**config.mk**
```make
export PLATFORM = sky130hd
export DESIGN_NAME = multicycle_main_control
export DESIGN_NICKNAME = d
export VERILOG_FILES = /design/src/rtl/multicycle_main_control.sv
export SDC_FILE = /design/constraint.sdc
export NUM_CORES = 1
export LEC_CHECK = 0
export CORE_MARGIN = 2
export CORE_UTILIZATION = 50
export DETAILED_ROUTE_END_ITERATION = 10
export GPL_TIMING_DRIVEN = 0
export PLACE_DENSITY = 0.95
export SLEW_MARGIN = 10
export SYNTH_ARGS = -nofsm -noshare
export SYNTH_HDL_FRONTEND = slang
export SYNTH_SLANG_ARGS = --single-unit
```
**constraint.sdc**
```tcl
create_clock -name clk -period 3.9 [get_ports clk]
set_clock_uncertainty 0.15 [all_clocks]
set_input_delay 1.17 -clock clk [delete_from_list [all_inputs] [get_ports clk]]
set_output_delay 1.17 -clock clk [all_outputs]
set_load 0.05 [all_outputs]
```
**src/rtl/multicycle_main_control.sv**
```systemverilog
`default_nettype none
// ============================================================================
// Module   : multicycle_main_control
// Brief    : Moore main-control FSM for the multicycle 16-bit datapath; also
//            counts retired instructions.
// Revision : 1.0 - initial release
// ============================================================================
module multicycle_main_control #(
  parameter int CNT_W = 16
) (
  input  logic             clk,
  input  logic             rst_n,
  input  logic             run,
  input  logic [3:0]       opcode,
  input  logic             zero,
  input  logic             mem_ready,
  output logic             mem_read,
  output logic             mem_write,
  output logic             ir_write,
  output logic             pc_write,
  output logic [1:0]       pc_source,
  output logic             alu_src_a,
  output logic [1:0]       alu_src_b,
  output logic             rtype,
  output logic             beq,
  output logic             reg_write,
  output logic             reg_dst,
  output logic             mem_to_reg,
  output logic             halted,
  output logic             illegal,
  output logic [CNT_W-1:0] instret
);

  localparam logic [3:0] OP_R    = 4'b0000;
  localparam logic [3:0] OP_ADDI = 4'b0001;
  localparam logic [3:0] OP_LW   = 4'b0010;
  localparam logic [3:0] OP_SW   = 4'b0011;
  localparam logic [3:0] OP_BEQ  = 4'b0100;
  localparam logic [3:0] OP_J    = 4'b0101;
  localparam logic [3:0] OP_HALT = 4'b1111;

  typedef enum logic [3:0] {
    S_IDLE   = 4'd0,
    S_FETCH  = 4'd1,
    S_DECODE = 4'd2,
    S_EXEC_R = 4'd3,
    S_WB_R   = 4'd4,
    S_EXEC_I = 4'd5,
    S_WB_I   = 4'd6,
    S_ADDR   = 4'd7,
    S_MEM_RD = 4'd8,
    S_MEM_WB = 4'd9,
    S_MEM_WR = 4'd10,
    S_BRANCH = 4'd11,
    S_JUMP   = 4'd12,
    S_HALT   = 4'd13
  } state_t;

  state_t state, state_next;
  logic   retire;

  always_ff @(posedge clk or negedge rst_n) begin
    if (!rst_n) begin
      state   <= S_IDLE;
      instret <= '0;
    end else begin
      state <= state_next;
      if (retire) instret <= instret + 1'b1;
    end
  end

  always_comb begin
    state_next = state;
    retire     = 1'b0;
    mem_read   = 1'b0;
    mem_write  = 1'b0;
    ir_write   = 1'b0;
    pc_write   = 1'b0;
    pc_source  = 2'b00;
    alu_src_a  = 1'b0;
    alu_src_b  = 2'b00;
    rtype      = 1'b0;
    beq        = 1'b0;
    reg_write  = 1'b0;
    reg_dst    = 1'b0;
    mem_to_reg = 1'b0;
    halted     = 1'b0;
    illegal    = 1'b0;

    case (state)
      S_IDLE: if (run) state_next = S_FETCH;
      S_FETCH: begin
        // PC+1 is computed by the ALU and committed only when the read lands
        mem_read  = 1'b1;
        alu_src_b = 2'b01;
        ir_write  = mem_ready;
        pc_write  = mem_ready;
        if (mem_ready) state_next = S_DECODE;
      end
      S_DECODE: begin
        alu_src_b = 2'b10;
        case (opcode)
          OP_R:         state_next = S_EXEC_R;
          OP_ADDI:      state_next = S_EXEC_I;
          OP_LW, OP_SW: state_next = S_ADDR;
          OP_BEQ:       state_next = S_BRANCH;
          OP_J:         state_next = S_JUMP;
          OP_HALT:      state_next = S_HALT;
          default: begin
            illegal    = 1'b1;
            state_next = S_FETCH;
          end
        endcase
      end
      S_EXEC_R: begin
        alu_src_a  = 1'b1;
        rtype      = 1'b1;
        state_next = S_WB_R;
      end
      S_WB_R: begin
        reg_write  = 1'b1;
        reg_dst    = 1'b1;
        retire     = 1'b1;
        state_next = S_FETCH;
      end
      S_EXEC_I: begin
        alu_src_a  = 1'b1;
        alu_src_b  = 2'b10;
        state_next = S_WB_I;
      end
      S_WB_I: begin
        reg_write  = 1'b1;
        retire     = 1'b1;
        state_next = S_FETCH;
      end
      S_ADDR: begin
        alu_src_a  = 1'b1;
        alu_src_b  = 2'b10;
        state_next = (opcode == OP_LW) ? S_MEM_RD : S_MEM_WR;
      end
      S_MEM_RD: begin
        mem_read = 1'b1;
        if (mem_ready) state_next = S_MEM_WB;
      end
      S_MEM_WB: begin
        reg_write  = 1'b1;
        mem_to_reg = 1'b1;
        retire     = 1'b1;
        state_next = S_FETCH;
      end
      S_MEM_WR: begin
        mem_write = 1'b1;
        if (mem_ready) begin
          retire     = 1'b1;
          state_next = S_FETCH;
        end
      end
      S_BRANCH: begin
        alu_src_a  = 1'b1;
        rtype      = 1'b1;
        beq        = 1'b1;
        pc_source  = 2'b01;
        pc_write   = zero;
        retire     = 1'b1;
        state_next = S_FETCH;
      end
      S_JUMP: begin
        pc_write   = 1'b1;
        pc_source  = 2'b10;
        retire     = 1'b1;
        state_next = S_FETCH;
      end
      S_HALT: halted = 1'b1;
      default: state_next = S_IDLE;
    endcase
  end

endmodule
`default_nettype wire

```
Word-level counts from Yosys, hierarchy flattened. Cells that the tools add are included.

Input bits: 9. Word-level logic and storage cells: 62. Bits in registers: 20. Output and inout bits: 32.

Bitwise logic cells: 1. Add/subtract/negate cells: 1. Reduce and logical (&&, ||, !) cells: 11. Equal/unequal tests: 23. Muxes and demuxes: 24.

Operators by type and width (count): case mux 4 bit (10 select lines) (1); == test 4 bit (second input constant) (7); == test 4 x 3 -> 1 bit (second input constant) (6); case mux 4 bit (6 select lines) (1); adder 16 x 1 -> 16 bit (second input constant) (1); == test 4 x 2 -> 1 bit (second input constant) (4); two-way mux 4 bit (4); two-way mux 1 bit (13); == test 4 x 1 -> 1 bit (second input constant) (2); zero test 4 bit (2); inequality test 2 bit (second input constant) (4); case mux 2 bit (2 select lines) (2); OR reduction 7 bit (1); OR reduction 2 bit (3); OR reduction 3 bit (2); AND reduction 5 bit (1); OR reduction 5 bit (1); OR reduction 4 bit (1); case mux 1 bit (3 select lines) (1); two-way mux 2 bit (1); case mux 1 bit (2 select lines) (1); NOT 1 bit (1).

Depth between registers and ports, before layout. Gate-level depths: netlist (run 1).

Word-level depth: 4. Mapped depth: 6. Mapped depth without buffers: 4.

Worst setup path before layout (run 1). OpenSTA, ideal clock, no wires.

Kind: register to output. Start: register state[3]. End: output ir_write. Cell stages (with the launch flop): 5. Arrival time: 2419 ps. Path slack: 161 ps. Buffers on the path: 2. Path through: dfrtp_1 > buf_2 > buf_1 > nor3_1 > and2_1.

Longest elaborated chain between the ends: 2.

Ends and longest elaborated chain: start, declared (RTL line 59) `state_t state, state_next;`; start signal, assigned (RTL line 67) `state <= state_next;`; == test 4 x 1 -> 1 bit (RTL line 90) `case (state)`; two-way mux 1 bit (RTL line 90); end, declared (RTL line 19) `output logic ir_write,`.

No other way between the ends.

Worst setup path in the final report (run 1).
Start: input opcode[2]. End: output illegal.

Longest elaborated chain between the ends: 4. Elaborated cells between the ends (all ways): 10. Those cells by class: eq/ne (6); mux (2); reduce/logical (2).

Ends and longest elaborated chain: start, declared (RTL line 14) `input logic [3:0] opcode,`; == test 4 x 2 -> 1 bit (tied with other cells) (RTL line 102) `case (opcode)`; OR reduction 7 bit (no source line) (*); two-way mux 1 bit (*) (RTL line 102); two-way mux 1 bit (*) (RTL line 90); end, declared (RTL line 30) `output logic illegal,`.

Every way passes the cells marked *; elsewhere a longest branch is shown, timed or not.

==> run_results.csv, run 1 <==
group,metric,value,unit
logic_synthesis,synth_most_common_cell,"dfrtp_1",
logic_synthesis,netlist_instances,147,
logic_synthesis,synth_top_area_share,37.5,%
grt,grt_overflow,0,
placed_design,io_buffer_count,38,
setup_path,r2r_end,"instret[1]",
run,drv_cap,0,
placed_design,dp.cells,215,
setup_path,startpoint,"opcode[2]",
pwr,comb_power_share,68.7,%
die,io_pins,41,
timing,period_share,98.6,%
timing,finalSetupViolCount,0,
pwr,leakagePower,0.000799,uW
logic_synthesis,synth_ff_type,"dfrtp_1",
setup_path,reg2reg_setup_slack,2080,ps
setup_path,endpoint,"illegal",
logic_synthesis,synth_commonest_cells,"20 x dfrtp_1, 13 x xor2_1, 11 x nand2_1, 11 x nor3_1, 8 x nor2_1",
route,wire_per_inst,15.6,um
route,drcViolationCount,0,
setup_path,rr_worst_depth,5,
logic_synthesis,netlist_top_cells_area,"dfrtp_1 37%, xor2_1 8.5%, nor3_1 4.1%, and3_1 3.3%, nand2_1 3.1%",
placed_design,placement.setup.worst_slack,-394,ps
grt,grt.total_usage,23.0,%
logic_synthesis,synth.distinct_cells,42,
pwr,pwr-share-clk,7.6,%
pwr,powerDensity,718,mW/mm2
timing,relSlewSlack,43.3,%
setup_path,worst_r2r_startpoint,"state[1]",
logic_synthesis,avgSynthCellArea,9.08,um2
timing,hold_viol_final,0,
setup_path,critical_path_class,"primary input to output pin",
placed_design,gp_congestion,0.837,
die,start_util,53.4,%
pwr,swShare,53.8,%
logic_synthesis,synth_edf_count,0,
logic_synthesis,yosys_warnings,0,
placed_design,dpl.hpwl,2570,um
route,via_count,1298,
hold_path,holdPathStages,1,
pwr,intPower,588,uW
die,rows,18,
grt,grt_first_pass_wirelength,5780,um
logic_synthesis,ys_async_sr_fraction,100,%
pwr,vdd_drop_max,0.727,mV
timing,tightest_slew,848,ps
clock_tree,htree_levels,1,
timing,tns,0,ps
grt,grt_pass1_vias,1262,
timing,fmax,260,MHz
route,drtIter0Drc,56,
run_status,outcome,"completed",
setup_path,cp-end-kind,"output pin",
hold_path,worstHoldPathType,"register to register",
clock_tree,cts_setup_buffers,0,
setup_path,worstPathArrival,2530,ps
logic_synthesis,synth_seq_area_share,37.5,%
layout,n_antenna_cell,0,
setup_path,critPathLaunchType,"primary input",
clock_tree,root_buffer,"clkbuf_4",
route,drtAntennaViolNets,0,
die,die_y,55.7,um
timing,min_period,3850,ps
setup_path,required,2580,ps
clock_tree,numClockSinks,20,
pwr,pwr-share-seq,23.7,%
logic_synthesis,synth_area_leader_cell,"dfrtp_1",
pwr,p_sw,683,uW
clock_tree,clockBufferDepth,2,
timing,maxSlewViolCount,0,
layout,drive_gt1_share,8.51,%
clock_tree,path_clk_slew,110,ps
layout,ff_latch_area,500,um2
clock_tree,cts_buffers,3,
logic_synthesis,ys_ff_latch,20,
die,coreArea,0.00250,mm2
route,wl,3400,um
logic_synthesis,synth_area,0.00134,mm2
timing,rsz0062_at_grt,"false",
die,dieArea,0.00310,mm2
layout,nFillCells,211,
layout,multiInputGateArea,759,um2
logic_synthesis,synth_nets,157,
clock_tree,cts_tree,"done",
layout,syn2layout_area_growth,32.6,%
timing,setup_ws,53.2,ps
layout,layout.nets,200,
route,via_per_inst,5.95,
layout,instances_no_fill,218,
pwr,fin_total_pwr,1270,uW
grt,grt_antenna_before_repair,0,
clock_tree,holdBufCountCts,0,
clock_tree,clock_latency,310,ps
route,detail_route.first_pass.iterations,4,
setup_path,crit_path_max_fanout,8,
grt,grt_max_degree,21,
die,die_x,55.7,um
==> power by group through the flow <==
stage / Clock [uW] / Combinational (uW) / Sequential, uW
after floorplan: 0 / 542 / 383
after global placement: 0 / 843 / 299
after detailed placement: 0 / 873 / 304
after CTS: 96.9 / 870 / 301
after global routing: 108 / 927 / 309
final: 96.2 / 873 / 302
==> logic make-up after synthesis <==
family                     share of synthesized area [%]
muxes                                               2.34
AOI/OAI and AO/OA                                   12.6
and+or+nand+nor                                     29.9
DFF                                                 37.5
adders and majority gates                          0.937
buffers and inverters                               5.62
xor gates and xnor gates                            11.2
==> layout make-up <==
class	count	share of cell area, %
plain buffers	11	3.39
multi-input cells	112	42.9
flip-flops and latches	20	28.3
well taps	30	2.12
clock buffers	3	1.27
inverters	4	0.848
repair buffers	38	21.2
==> critical path: stages <==
cell and delay [ps]:
clkdlybuf4s50_1 620, a21oi_1 110, and4b_1 260, clkdlybuf4s15_2 370
==> registers in the layout, summed over array words and instances (netlist names) <==
| signal | flops |
|---|---|
| instret | 16 |
| state | 4 |
==> metal layers <==
metal / part of all wire, % / track usage, %
met1: 41 / 26.4
met2: 51 / 41.3
met3: 6.8 / 6.05
met4: 1.4 / 7.32
met5: 0 / 0
==> what timing repair did <==
| item | CTS | global route |
|---|---|---|
| endpoints found under the setup margin | 3 | 1 |
| gates resized for setup | 7 | 2 |
| pin swaps | 0 | 0 |
==> placed cells by master (no fill, tap or decap), types with 3 or more instances in the layout <==
master and n:
a21oi_1 6, nand2b_1 4, buf_2 4, nor2_1 8
nor3b_1 3, o22ai_1 3, inv_1 4, clkbuf_4 3
nand3_1 6, dfrtp_1 20, o21ai_0 4, nor3_1 11
xor2_1 13, clkdlybuf4s50_1 35, clkbuf_1 4, xnor2_1 4
nand2_1 11, nand4_1 4, and3_1 7
==> stage by stage <==
| stage | util [%] | instance area (um2) | hold slack [ps] |
|---|---|---|---|
| 4_1_cts | 71.1 | 1780 | 351 |
| 6_report | 70.8 | 1770 | 348 |
| 3_5_place_dp | 70.1 | 1750 | 332 |
| 2_1_floorplan | - | 1340 | 467 |
| 3_3_place_gp | 70.1 | 1750 | 309 |
| 5_1_grt | 70.8 | 1770 | 368 |
==> how the worst min path moves through the flow <==
| stage | from | to | slack [ps] |
|---|---|---|---|
| floorplan | state[0] | state[1] | 470 |
| CTS | instret[13] | instret[13] | 350 |
| global route | instret[13] | instret[13] | 370 |
| finish | instret[13] | instret[13] | 350 |
| detailed placement | instret[12] | instret[12] | 330 |
| global placement | instret[15] | instret[15] | 310 |
Power figures use the tool's default switching activity.
==> run 2: changes to the inputs <==
--- a/config.mk
+++ b/config.mk
@@ -10,7 +10,7 @@
 export DETAILED_ROUTE_END_ITERATION = 10
 export GPL_TIMING_DRIVEN = 0
 export PLACE_DENSITY = 0.95
-export SLEW_MARGIN = 10
+export SLEW_MARGIN = 25
 export SYNTH_ARGS = -nofsm -noshare
 export SYNTH_HDL_FRONTEND = slang
 export SYNTH_SLANG_ARGS = --single-unit
==> results of run 2 <==
Same layout as run 1: the final DEF is identical, and so are final timing and power.
==> run 3: changes to the inputs <==
--- a/config.mk
+++ b/config.mk
@@ -5,6 +5,7 @@
 export SDC_FILE = /design/constraint.sdc
 export NUM_CORES = 1
 export LEC_CHECK = 0
+export CAP_MARGIN = 20
 export CORE_MARGIN = 2
 export CORE_UTILIZATION = 50
 export DETAILED_ROUTE_END_ITERATION = 10
==> results of run 3 <==
Same layout as run 1: the final DEF is identical, and so are final timing and power.
==> RTL change: new RTL, flow settings as in run 1 <==
Change the parameter `CNT_W` from 16 to 32.
--- a/src/rtl/multicycle_main_control.sv
+++ b/src/rtl/multicycle_main_control.sv
@@ -6,7 +6,7 @@
 // Revision : 1.0 - initial release
 // ============================================================================
 module multicycle_main_control #(
-  parameter int CNT_W = 16
+  parameter int CNT_W = 32
 ) (
   input  logic             clk,
   input  logic             rst_n,
Interface: changed (resized instret); port bits go from 41 to 57. The function was not compared with the original's and may differ.
==> RTL change against run 1 <==
  * Non-clock buffer count up 21
  * Design area up 64%
  * Worst setup slack worse by 0.0017 ns
  * Total power up 25%
  * Sequential cell count up 16
  * Synthesized area up 64%
  * Wire length up 53%
  * Register-to-register slack worse by 0.08 ns
  * Largest power group unchanged
==> RTL change: results (changes against run 1) <==
[pwr]
pg_clk_w = 0.000277  ; +190%
p_leak_nw = 1.240  ; +55%
internal-power_w = 0.0008434  ; +44%
clkPwrFrac = 0.174  ; +0.098
peakVddDrop_v = 0.0004732  ; -35%
p_comb_frac = 0.538  ; -0.149

[yosys]
yosysWarnings = 0  ; unchanged
ys_types = 50  ; +19%
syn_nets = 233  ; +48%
yosys-top-cells-area = dfrtp_1 41%, xor2_1 8.4%, nor4_2 5.7%
syn_area_per_cell_um2 = 9.824  ; +8.2%
synth_common_cells = 36 x dfrtp_1, 21 x xor2_1, 16 x nand2_1, 16 x nor3_1, 14 x nor2_1
ys_seq_area_frac = 0.4112  ; +0.03631

[routing]
drtIter0Drc = 166  ; +200%
wl_met2_um = 2535  ; +47%
num_vias = 1969  ; +52%
wl_um = 5203  ; +53%
met3_wirelength_um = 371  ; +61%
wl_met1_um = 2220  ; +58%

[grt]
grt_pass1_wl_um = 8907  ; +54%
grt_pass1_vias = 1894  ; +50%
grtUsageMet1 = 0.2933  ; +0.02964
grt_use_met2 = 0.3661  ; -0.04713
grt_max_degree = 37  ; +76%
grt_util_all_layers = 0.2268  ; -0.003077
met3_usage = 0.05195  ; -0.008517

[cells_and_area]
nClkBuffers = 7  ; +4
n_all_buffers = 70  ; +43%
final_layout_size_suffix_gt1_frac = 0.1538  ; +0.06874
inverters = 5  ; +1
multi_input_gates = 167  ; +49%
fillers = 344  ; +63%
design.seq.count = 36  ; +80%
top_regs = instret: 32 flops, state: 4 flops
clk_share = 0.03236  ; +0.01963
diodes = 0  ; unchanged
multi_input_area_um2 = 1199  ; +58%
fin_nets = 295  ; +48%
seq_area_frac = 0.3106  ; +0.02793
buffer_area_frac = 0.2148  ; -0.03110
fin_cells = 338  ; +55%

[place]
gp_congestion = 0.8412  ; +0.47%
port_buffers = 55  ; +45%
dp_cells = 330  ; +53%
dpl.hpwl_um = 3734  ; +45%

[worst_setup_path]
rr_startpoint = state[2]$_DFFE_PN0P_
crit_path_top_delay_cell = clkdlybuf4s50_1
slowest_delay_ns = 0.52  ; -0.10 ns
critPathLaunch = opcode[1]
worstPathMaxFanout = 7  ; -1

[clocking]
cts_setup_buffers = 0  ; unchanged
clk-insertion-delay-late_ns = 0.29  ; -0.02 ns
root_buffer = clkbuf_8
cts_resized = 9  ; +2
path_clk_slew_ns = 0.08  ; -0.03 ns
htree_levels = 2  ; +1
cts_buffers = 5  ; +2

[outcome]
status = finished, final reports clean

[timing]
worst_pin_slew_ns = 0.7723  ; -0.07599 ns

[min_path]
worstHoldStart = instret[31]$_DFFE_PN0P_

RTL change: cell count changes after synthesis, sizes merged, moves of 3 or more:
cell / run 1 / this run
nand4: 4 / 13
or2: 0 / 3
nor2: 8 / 14
and3: 7 / 3
nand2: 11 / 16
xor2: 13 / 21
dfrtp: 20 / 36
nor3: 11 / 16
buf: 7 / 11
or3: 0 / 3
nor4: 3 / 12
and4: 0 / 3
xnor2: 4 / 11
RTL change: metrics by stage:
step	setup slack [ns]	area (um^2)	setup TNS, ns
floorplan	0.2200	2201	0
global placement	-0.4524	2816	-0.9093
detailed placement	-0.4800	2811	-0.9927
CTS	0.06261	2900	0
global route	0.005553	2900	0
finish	0.05146	2900	0
RTL change: kinds of logic after synthesis:
family | synth area share
XOR/XNOR | 0.1279
buffers and inverters | 0.04626
flip-flops | 0.4112
multiplexers | 0.01485
adder cells (fa/ha/maj) | 0.005710
AO/OA/AOI/OAI | 0.08111
AND/OR/NAND/NOR | 0.3130
RTL change: final timing paths:
| kind | to | slack, ns | depth (start not counted) |
|---|---|---|---|
| worst min register to register | instret[31]$_DFFE_PN0P_ | 0.33 | 1 |
| min in group asynchronous | instret[28]$_DFFE_PN0P_ | 0.79 | 1 |
| worst max-delay path | illegal | 0.05 | 5 |
| worst max register to register | instret[21]$_DFFE_PN0P_ | 2.00 | 6 |
| max in group asynchronous | instret[3]$_DFFE_PN0P_ | 2.31 | 1 |
| worst min-delay path | instret[31]$_DFFE_PN0P_ | 0.33 | 1 |
RTL change: worst register-to-register path: cells and delay by family, from the launching register on:
kind            cells  cell delay [ns]
compound gates      1             0.31
simple gates        2             0.34
flops               1             0.32
xor+xnor            1             0.15
buf+inv             2             0.52
